**src/rtl/memref_copy_initiator.sv**
```systemverilog
// memref_copy_initiator
//
// Copies up to SIZE words from a source memory (through its memref read port)
// into a destination memory (through its write port), one word per clock.
// A one-cycle tstart pulse starts a copy of min(len, SIZE) words. The copy
// ends with a one-cycle done pulse. The source memory is expected to answer a
// read request with rd_dout_valid/rd_dout exactly one clock later.
//
// Optional feature: define MEMREF_COPY_CHECKSUM_EN to add the `checksum`
// output. It holds the sum mod 2^WIDTH of every word written since the last
// accepted start.
//
// Ports:
//   clk, rst_n       clock (posedge), asynchronous active-low reset
//   tstart, len      start pulse and word count (sampled together)
//   rd_en, rd_addr   source read request / address
//   rd_dout_valid    source read data valid (latency 1)
//   rd_dout          source read data
//   wr_en, wr_addr   destination write enable / address
//   wr_din           destination write data (held when wr_en is low)
//   busy             copy in progress
//   done             one-cycle completion pulse
//   err              sticky protocol error (valid/expectation mismatch)
//   checksum         sum of written words (MEMREF_COPY_CHECKSUM_EN only)
//
// SIZE must be at least 2 so that the address width is non-zero.

module memref_copy_initiator #(
    parameter int unsigned WIDTH = 32,
    parameter int unsigned SIZE  = 8,
    localparam int unsigned AW   = $clog2(SIZE)
) (
    input  logic             clk,
    input  logic             rst_n,
    input  logic             tstart,
    input  logic [AW:0]      len,
    output logic             rd_en,
    output logic [AW-1:0]    rd_addr,
    input  logic             rd_dout_valid,
    input  logic [WIDTH-1:0] rd_dout,
    output logic             wr_en,
    output logic [AW-1:0]    wr_addr,
    output logic [WIDTH-1:0] wr_din,
    output logic             busy,
    output logic             done,
    output logic             err
`ifdef MEMREF_COPY_CHECKSUM_EN
    ,
    output logic [WIDTH-1:0] checksum
`endif
);

    localparam logic [AW:0] SizeW = (AW + 1)'(SIZE);

    typedef enum logic [1:0] {
        StIdle,
        StIssue,
        StDrain,
        StDone
    } state_e;

    state_e state_q, state_d;

    logic [AW:0]      n_q, n_d;      // clamped word count of the current copy
    logic [AW:0]      cnt_q, cnt_d;  // next read index to issue
    logic             rd_en_q, rd_en_d;
    logic [AW-1:0]    rd_addr_q, rd_addr_d;
    // Second stage of the address pipeline; the first stage is rd_en/rd_addr
    // themselves. This stage lines up with the returning read data.
    logic             pipe_vld_q, pipe_vld_d;
    logic [AW-1:0]    pipe_addr_q, pipe_addr_d;
    logic             wr_en_q, wr_en_d;
    logic [AW-1:0]    wr_addr_q, wr_addr_d;
    logic [WIDTH-1:0] wr_din_q, wr_din_d;
    logic             busy_q, busy_d;
    logic             done_q, done_d;
    logic             err_q, err_d;
    logic [WIDTH-1:0] csum_q, csum_d;
    logic [AW:0]      len_clamped;

    assign len_clamped = (len > SizeW) ? SizeW : len;

    always_comb begin
        state_d     = state_q;
        n_d         = n_q;
        cnt_d       = cnt_q;
        rd_en_d     = rd_en_q;
        rd_addr_d   = rd_addr_q;
        pipe_vld_d  = rd_en_q;
        pipe_addr_d = rd_addr_q;
        wr_en_d     = 1'b0;
        wr_addr_d   = wr_addr_q;
        wr_din_d    = wr_din_q;
        busy_d      = busy_q;
        done_d      = 1'b0;
        err_d       = err_q;
        csum_d      = csum_q;

        // Write side: only words that were both expected and delivered are
        // written; a missing word is skipped without stalling the copy.
        if (pipe_vld_q && rd_dout_valid) begin
            wr_en_d   = 1'b1;
            wr_addr_d = pipe_addr_q;
            wr_din_d  = rd_dout;
            csum_d    = csum_q + rd_dout;
        end

        if (rd_dout_valid != pipe_vld_q) begin
            err_d = 1'b1;
        end

        unique case (state_q)
            StIdle: begin
                if (tstart) begin
                    csum_d = '0;
                    if (len_clamped == '0) begin
                        done_d = 1'b1;
                    end else begin
                        n_d       = len_clamped;
                        cnt_d     = (AW + 1)'(1);
                        rd_en_d   = 1'b1;
                        rd_addr_d = '0;
                        busy_d    = 1'b1;
                        err_d     = 1'b0;
                        state_d   = StIssue;
                    end
                end
            end

            StIssue: begin
                if (cnt_q == n_q) begin
                    rd_en_d = 1'b0;
                    state_d = StDrain;
                end else begin
                    rd_addr_d = cnt_q[AW-1:0];
                    cnt_d     = cnt_q + (AW + 1)'(1);
                end
            end

            StDrain: begin
                // The last expected word has left the pipeline once both
                // stages are empty.
                if (!rd_en_q && !pipe_vld_q) begin
                    done_d  = 1'b1;
                    busy_d  = 1'b0;
                    state_d = StDone;
                end
            end

            StDone: begin
                state_d = StIdle;
            end

            default: begin
                state_d = StIdle;
            end
        endcase
    end

    always_ff @(posedge clk or negedge rst_n) begin
        if (!rst_n) begin
            state_q     <= StIdle;
            n_q         <= '0;
            cnt_q       <= '0;
            rd_en_q     <= 1'b0;
            rd_addr_q   <= '0;
            pipe_vld_q  <= 1'b0;
            pipe_addr_q <= '0;
            wr_en_q     <= 1'b0;
            wr_addr_q   <= '0;
            wr_din_q    <= '0;
            busy_q      <= 1'b0;
            done_q      <= 1'b0;
            err_q       <= 1'b0;
            csum_q      <= '0;
        end else begin
            state_q     <= state_d;
            n_q         <= n_d;
            cnt_q       <= cnt_d;
            rd_en_q     <= rd_en_d;
            rd_addr_q   <= rd_addr_d;
            pipe_vld_q  <= pipe_vld_d;
            pipe_addr_q <= pipe_addr_d;
            wr_en_q     <= wr_en_d;
            wr_addr_q   <= wr_addr_d;
            wr_din_q    <= wr_din_d;
            busy_q      <= busy_d;
            done_q      <= done_d;
            err_q       <= err_d;
            csum_q      <= csum_d;
        end
    end

    assign rd_en   = rd_en_q;
    assign rd_addr = rd_addr_q;
    assign wr_en   = wr_en_q;
    assign wr_addr = wr_addr_q;
    assign wr_din  = wr_din_q;
    assign busy    = busy_q;
    assign done    = done_q;
    assign err     = err_q;

`ifdef MEMREF_COPY_CHECKSUM_EN
    assign checksum = csum_q;
`else
    // Without the checksum port the accumulator has no observer and is
    // removed by synthesis.
    logic unused_csum;
    assign unused_csum = ^csum_q;
`endif

endmodule

```
**config.mk**
```make
export PLATFORM = sky130hd
export DESIGN_NAME = memref_copy_initiator
export DESIGN_NICKNAME = d
export VERILOG_FILES = /design/src/rtl/memref_copy_initiator.sv
export SDC_FILE = /design/constraint.sdc
export NUM_CORES = 1
export LEC_CHECK = 0
export CORE_ASPECT_RATIO = 0.7
export CORE_MARGIN = 8
export CORE_UTILIZATION = 48
export CTS_CLUSTER_SIZE = 40
export DETAILED_ROUTE_END_ITERATION = 16
export PLACE_DENSITY = 0.83
export SLEW_MARGIN = 0
export SYNTH_ARGS = -nofsm -noshare
export SYNTH_HDL_FRONTEND = slang
export SYNTH_SLANG_ARGS = --single-unit
```
**constraint.sdc**
```tcl
create_clock -name clk -period 3.7 [get_ports clk]
set_input_delay 1.11 -clock clk [delete_from_list [all_inputs] [get_ports clk]]
set_output_delay 1.11 -clock clk [all_outputs]
set_load 0.05 [all_outputs]
```
==> results of run 1 <==
==> how the worst max path moves through the flow <==
| stage | from | depth (start not counted) | slack [ns] | endpoint |
|---|---|---|---|---|
| floorplan | rd_dout_valid | 4 | 1.34 | wr_din[10]$_DFFE_PN0P_ |
| global placement | len[3] | 5 | 0.75 | cnt_q[0]$_DFFE_PN0P_ |
| CTS | rd_en$_DFFE_PN0P_ | 1 | 0.98 | rd_en |
| detailed placement | len[3] | 5 | 0.69 | cnt_q[0]$_DFFE_PN0P_ |
| finish | len[3] | 5 | 1.00 | cnt_q[0]$_DFFE_PN0P_ |
| global route | rd_en$_DFFE_PN0P_ | 1 | 0.94 | rd_en |
==> critical path, stage by stage <==
cell,delay (ns)
clkdlybuf4s50_1,0.48
o41ai_1,0.64
and2_1,0.28
a21oi_4,0.07
mux2_4,0.32
==> per-layer routing <==
layer	GRT usage [%]	wire length, µm
met5	0	0
met3	6.00	399
met2	22.4	2430
met1	20.2	2750
met4	6.01	51
==> sequential cells by signal, summed over array words and instances, names as in the netlist <==
name         cells
state_q          2
n_q              4
wr_en            1
wr_din          32
wr_addr          3
err              1
pipe_vld_q       1
rd_addr          3
rd_en            1
cnt_q            4
done             1
pipe_addr_q      3
busy             1
==> power breakdown <==
group	leakage, nW	total, mW	internal, mW	switching, mW
clock	0.0909	0.539	0.303	0.236
sequential	0.696	1.09	0.918	0.172
combinational	0.680	2.03	0.766	1.26
total	1.47	3.66	1.99	1.67
==> synth_stat cells (2+ instances only) <==
library cell,n
ha_1,5
inv_1,8
mux2_2,36
a22oi_1,2
xor2_1,4
a21oi_1,2
nand3_1,2
clkbuf_1,5
o21bai_1,2
dfrtp_1,57
nor2_1,3
mux2i_1,6
o21ai_0,7
nand2b_1,4
a21o_1,2
nand2_1,11
==> final cells by class <==
cell class / count / share of cell area (%)
repair buffers: 84 / 24.2
clock buffers: 9 / 3.61
multi-input cells: 98 / 25.5
flip-flops and latches: 57 / 41.6
well taps: 69 / 2.52
inverters: 8 / 0.875
clock inverters: 6 / 1.75
==> cells by family after synthesis <==
logic type / count (synthesis) / synth area share, %
AOI/OAI and AO/OA: 23 / 7.80
xor gates and xnor gates: 4 / 1.49
adders and majority gates: 5 / 2.65
buffers and inverters: 15 / 2.44
DFF: 57 / 60.5
muxes: 43 / 20.4
and+or+nand+nor: 23 / 4.72
==> stage by stage <==
step                      total power, mW  util, %  hold WS, ns  area, µm²  setup slack, ns
after floorplan                      2.47        -        0.454       2360             1.34
after global placement               3.10     68.3        0.387       3250            0.753
after detailed placement             3.15     68.3        0.399       3250            0.693
after CTS                            3.69     72.1        0.413       3430            0.976
after global routing                 3.83     72.1        0.427       3430            0.936
final                                3.66     72.1        0.407       3430             1.00
==> flow_summary_export.csv, run 1 <==
group,metric,value,unit
setup_path,r2r_end,"cnt_q[0]$_DFFE_PN0P_",
sta,slew_violations,0,
setup_path,cp.required,3.91,ns
final_layout,final_layout_size_suffix_gt1_share,22.1,%
job,max-cap-violations,0,
synth,synth_seq_cells,57,
synth,ys_top_cells_by_area,"dfrtp_1, mux2_2, ha_1",
sta,period_minus_slack,2.70,ns
placed_design,place_congestion,0.775,
min_path,hp-start,"rd_addr[2]$_DFFE_PN0P_",
drt,drc_errors,0,
synth,synth_cells,170,
drt,wl,5630,µm
clock_tree,clockBufferDepth,2,
drt,drtAntennaViolNets,0,
min_path,min_path_cells,0,
sta,slew_headroom,58.1,%
final_layout,layout_commonest_cell,"clkdlybuf4s50_1",
floorplanning,fp-row-count,21,
global_route,grt_max_degree,41,
sta,final_hold_viol_count,0,
synth,ys_seq_area_share,60.5,%
drt,drt_pass1_iterations,4,
synth,synth_edf_count,0,
power_and_ir_drop,vdd_drop_max,0.459,mV
sta,setup_viol,0,
setup_path,crit_path_end_kind,"register",
global_route,grt_pass1_vias,1637,
final_layout,fillerInstances,327,
drt,route.vias.total,1636,
synth,syn_avg_cell_area,13.9,µm²
synth,ys.flop_type,"dfrtp_1",
setup_path,ff2ff_path_depth,5,
min_path,hold_path_class,"register to register",
floorplanning,core,4760,µm²
clock_tree,cts_setup_buffers,0,
global_route,grt_remaining_overflow,0,
synth,synth_cell_types,30,
final_layout,final-instance-count-excl-fill,331,
status,status,"completed",
sta,skew,0.00607,ns
placed_design,dp.cells,316,
setup_path,cp-start-kind,"input port",
final_layout,multi_input_area,873,µm²
setup_path,critPathMaxFanout,6,
placed_design,detailed_place_hpwl,4300,µm
global_route,grt_first_pass_wirelength,8580,µm
sta,tns,0,ns
synth,yosysTopAreaCellShare,60.5,%
power_and_ir_drop,p_leak,1.47,nW
drt,detail_route.wl_per_cell,17.0,µm
sta,max_freq,371,MHz
final_layout,nets,303,
final_layout,ff_latch_area,1430,µm²
synth,synthArstFlopShare,100,%
min_path,holdPathEnd,"pipe_addr_q[2]$_DFF_PN0_",
power_and_ir_drop,power_density,1070,nW/µm²
drt,drt_iter0_drc,69,
synth,yosys.area.top_type,"dfrtp_1",
sta,fin_crit_sh,72.9,%
floorplanning,ios,83,
clock_tree,clk_latency,0.32,ns
floorplanning,die_x,99.8,µm
clock_tree,cts-root-buf,"clkbuf_8",
clock_tree,tritoncts_num_sinks,57,
setup_path,reg2reg_from,"state_q[1]$_DFFE_PN0P_",
setup_path,rrSetupSlack,1.88,ns
synth,syn_area,2360,µm²
final_layout,final_cell_mix,"clkdlybuf4s50_1, dfrtp_1, mux2_2",
clock_tree,cts_resized,0,
clock_tree,clk_pin_slew,0.06,ns
global_route,grt_util_all_layers,15.4,%
sta,worst_pin_slew,0.620,ns
floorplanning,fp.dieH,74.6,µm
clock_tree,cts_buffers,9,
final_layout,syn2layout_area_growth,45.5,%
global_route,antenna_found_initial,0,
setup_path,arrival,2.91,ns
drt,drt-vias-per-instance,4.94,
placed_design,numPortBuffers,82,
clock_tree,cts_max_level,3,
final_layout,diodes,0,
synth,synth.net_count,215,
clock_tree,hold_buffers,0,
floorplanning,die_area,7450,µm²
sta,rsz0062_at_grt,"false",
setup_path,worstSetupPathType,"input port to register",
floorplanning,start_util,49.6,%
clock_tree,cts_tree,"done",
synth,synth_warnings,0,
Power figures use the tool's default switching activity.
==> inputs of run 2 (changes only) <==
Settings changed: CORE_UTILIZATION 48 to 45, PLACE_DENSITY 0.83 to 0.78.
Clock period 3.7 ns to 2.55 ns, I/O delays scaled along.
==> flow_summary_export.csv, run 2 (same netlist as run 1, synthesis figures left out) <==
group,metric,value,unit
global_route,antenna_found_initial,0,
min_path,holdPathEnd,"pipe_addr_q[0]$_DFF_PN0_",
final_layout,largest_reg_flops,32,
clock_tree,cts_resized,0,
setup_path,arrival,1.60,ns
global_route,grt_util_all_layers,13.9,%
power_and_ir_drop,power_density,1530,nW/µm²
setup_path,cp.buffers_inverters,1,
setup_path,cp.required,1.79,ns
setup_path,reg2reg_from,"cnt_q[1]$_DFFE_PN0P_",
sta,setup_viol,0,
sta,slew_headroom,53.6,%
clock_tree,tritoncts_num_sinks,57,
sta,final_hold_viol_count,0,
drt,drt_pass1_iterations,4,
final_layout,stdcell_area,3500,µm²
final_layout,final-instance-count-excl-fill,340,
setup_path,rrSetupSlack,0.75,ns
sta,rsz0062_at_grt,"false",
sta,fin_crit_sh,92.7,%
drt,drt_iter0_drc,36,
final_layout,layout_commonest_cell,"clkdlybuf4s50_1",
setup_path,max_stage_delay,0.84,ns
floorplanning,core,5150,µm²
floorplanning,die_area,7850,µm²
drt,drt-vias-per-instance,4.85,
global_route,grt_remaining_overflow,0,
final_layout,syn2layout_area_growth,48.4,%
placed_design,dp.cells,324,
final_layout,final_layout_size_suffix_gt1_share,24.3,%
global_route,grt_max_degree,58,
final_layout,postLayoutCoreUtil,67.9,%
status,status,"completed",
sta,slew_violations,0,
clock_tree,cts_buffers,9,
power_and_ir_drop,finalPower,5.36,mW
final_layout,final_cell_mix,"clkdlybuf4s50_1, dfrtp_1, mux2_2",
setup_path,cp_slowest_cell,"clkdlybuf4s50_1",
min_path,hp-start,"rd_addr[0]$_DFFE_PN0P_",
clock_tree,clockBufferDepth,2,
floorplanning,start_util,45.8,%
setup_path,crit_path_end_kind,"output port",
power_and_ir_drop,p_leak,1.50,nW
min_path,hold_path_class,"register to register",
sta,period_minus_slack,2.36,ns
global_route,grt_pass1_vias,1712,
setup_path,r2r_end,"state_q[1]$_DFFE_PN0P_",
setup_path,ff2ff_path_depth,4,
clock_tree,clk_pin_slew,0.06,ns
clock_tree,clk_latency,0.33,ns
final_layout,nets,308,
final_layout,diodes,0,
clock_tree,cts_tree,"done",
setup_path,critPathMaxFanout,6,
clock_tree,hold_buffers,0,
sta,skew,0.00474,ns
sta,tns,0,ns
sta,setup_ws,0.186,ns
placed_design,place_ws,0.110,ns
placed_design,detailed_place_hpwl,3860,µm
floorplanning,fp.dieH,76.6,µm
job,max-cap-violations,0,
floorplanning,ios,83,
global_route,grt_first_pass_wirelength,8480,µm
drt,route.vias.total,1649,
floorplanning,die_x,103,µm
min_path,min_path_cells,0,
setup_path,crit_family,"buffers and inverters",
setup_path,crit_chain,"clkdlybuf4s50_1",
sta,worst_pin_slew,0.696,ns
clock_tree,cts_setup_buffers,0,
clock_tree,cts-root-buf,"clkbuf_8",
placed_design,numPortBuffers,82,
setup_path,worstSetupPathType,"register to output port",
drt,wl,5100,µm
floorplanning,fp-row-count,22,
power_and_ir_drop,vdd_drop_max,0.832,mV
drt,drtAntennaViolNets,0,
drt,drc_errors,0,
drt,detail_route.wl_per_cell,15.0,µm
placed_design,place_area,3300,µm²
clock_tree,cts_max_level,3,
sta,max_freq,423,MHz
setup_path,cp-start-kind,"register",
placed_design,place_congestion,0.733,
sta,whs,0.397,ns
## run 2: cell type report
class	instances	area, µm²
Fill cell	408	1650
Clock inverter	7	70.1
Tap cell	72	90.1
Timing Repair Buffer	89	881
Multi-Input combinational cell	98	876
Sequential cell	57	1430
Inverter	8	30.0
Clock buffer	9	124
## run 2: worst max-delay path by stage
stage,endpoint,slack (ns),cells after the start,startpoint
detailed placement,cnt_q[0]$_DFFE_PN0P_,0.11,6,len[2]
finish,rd_en,0.19,1,rd_en$_DFFE_PN0P_
global placement,cnt_q[0]$_DFFE_PN0P_,0.11,6,len[2]
floorplan,wr_din[10]$_DFFE_PN0P_,0.54,4,rd_dout_valid
CTS,rd_en,0.16,1,rd_en$_DFFE_PN0P_
global route,rd_en,0.12,1,rd_en$_DFFE_PN0P_
## run 2: metal layers
layer  vias up  part of all wire [%]  track usage (%)
met5         -                     0                0
met4         0                  0.76             3.50
met3         6                    11             6.39
met2        66                    44             20.2
met1       792                    44             18.0
li1        785                     -                -
## run 2: power by group
part	switching (mW)	total, mW	leakage [nW]	internal (mW)
sequential	0.236	1.57	0.696	1.33
combinational	1.83	2.98	0.705	1.15
clock	0.359	0.809	0.0994	0.450
total	2.42	5.36	1.50	2.94
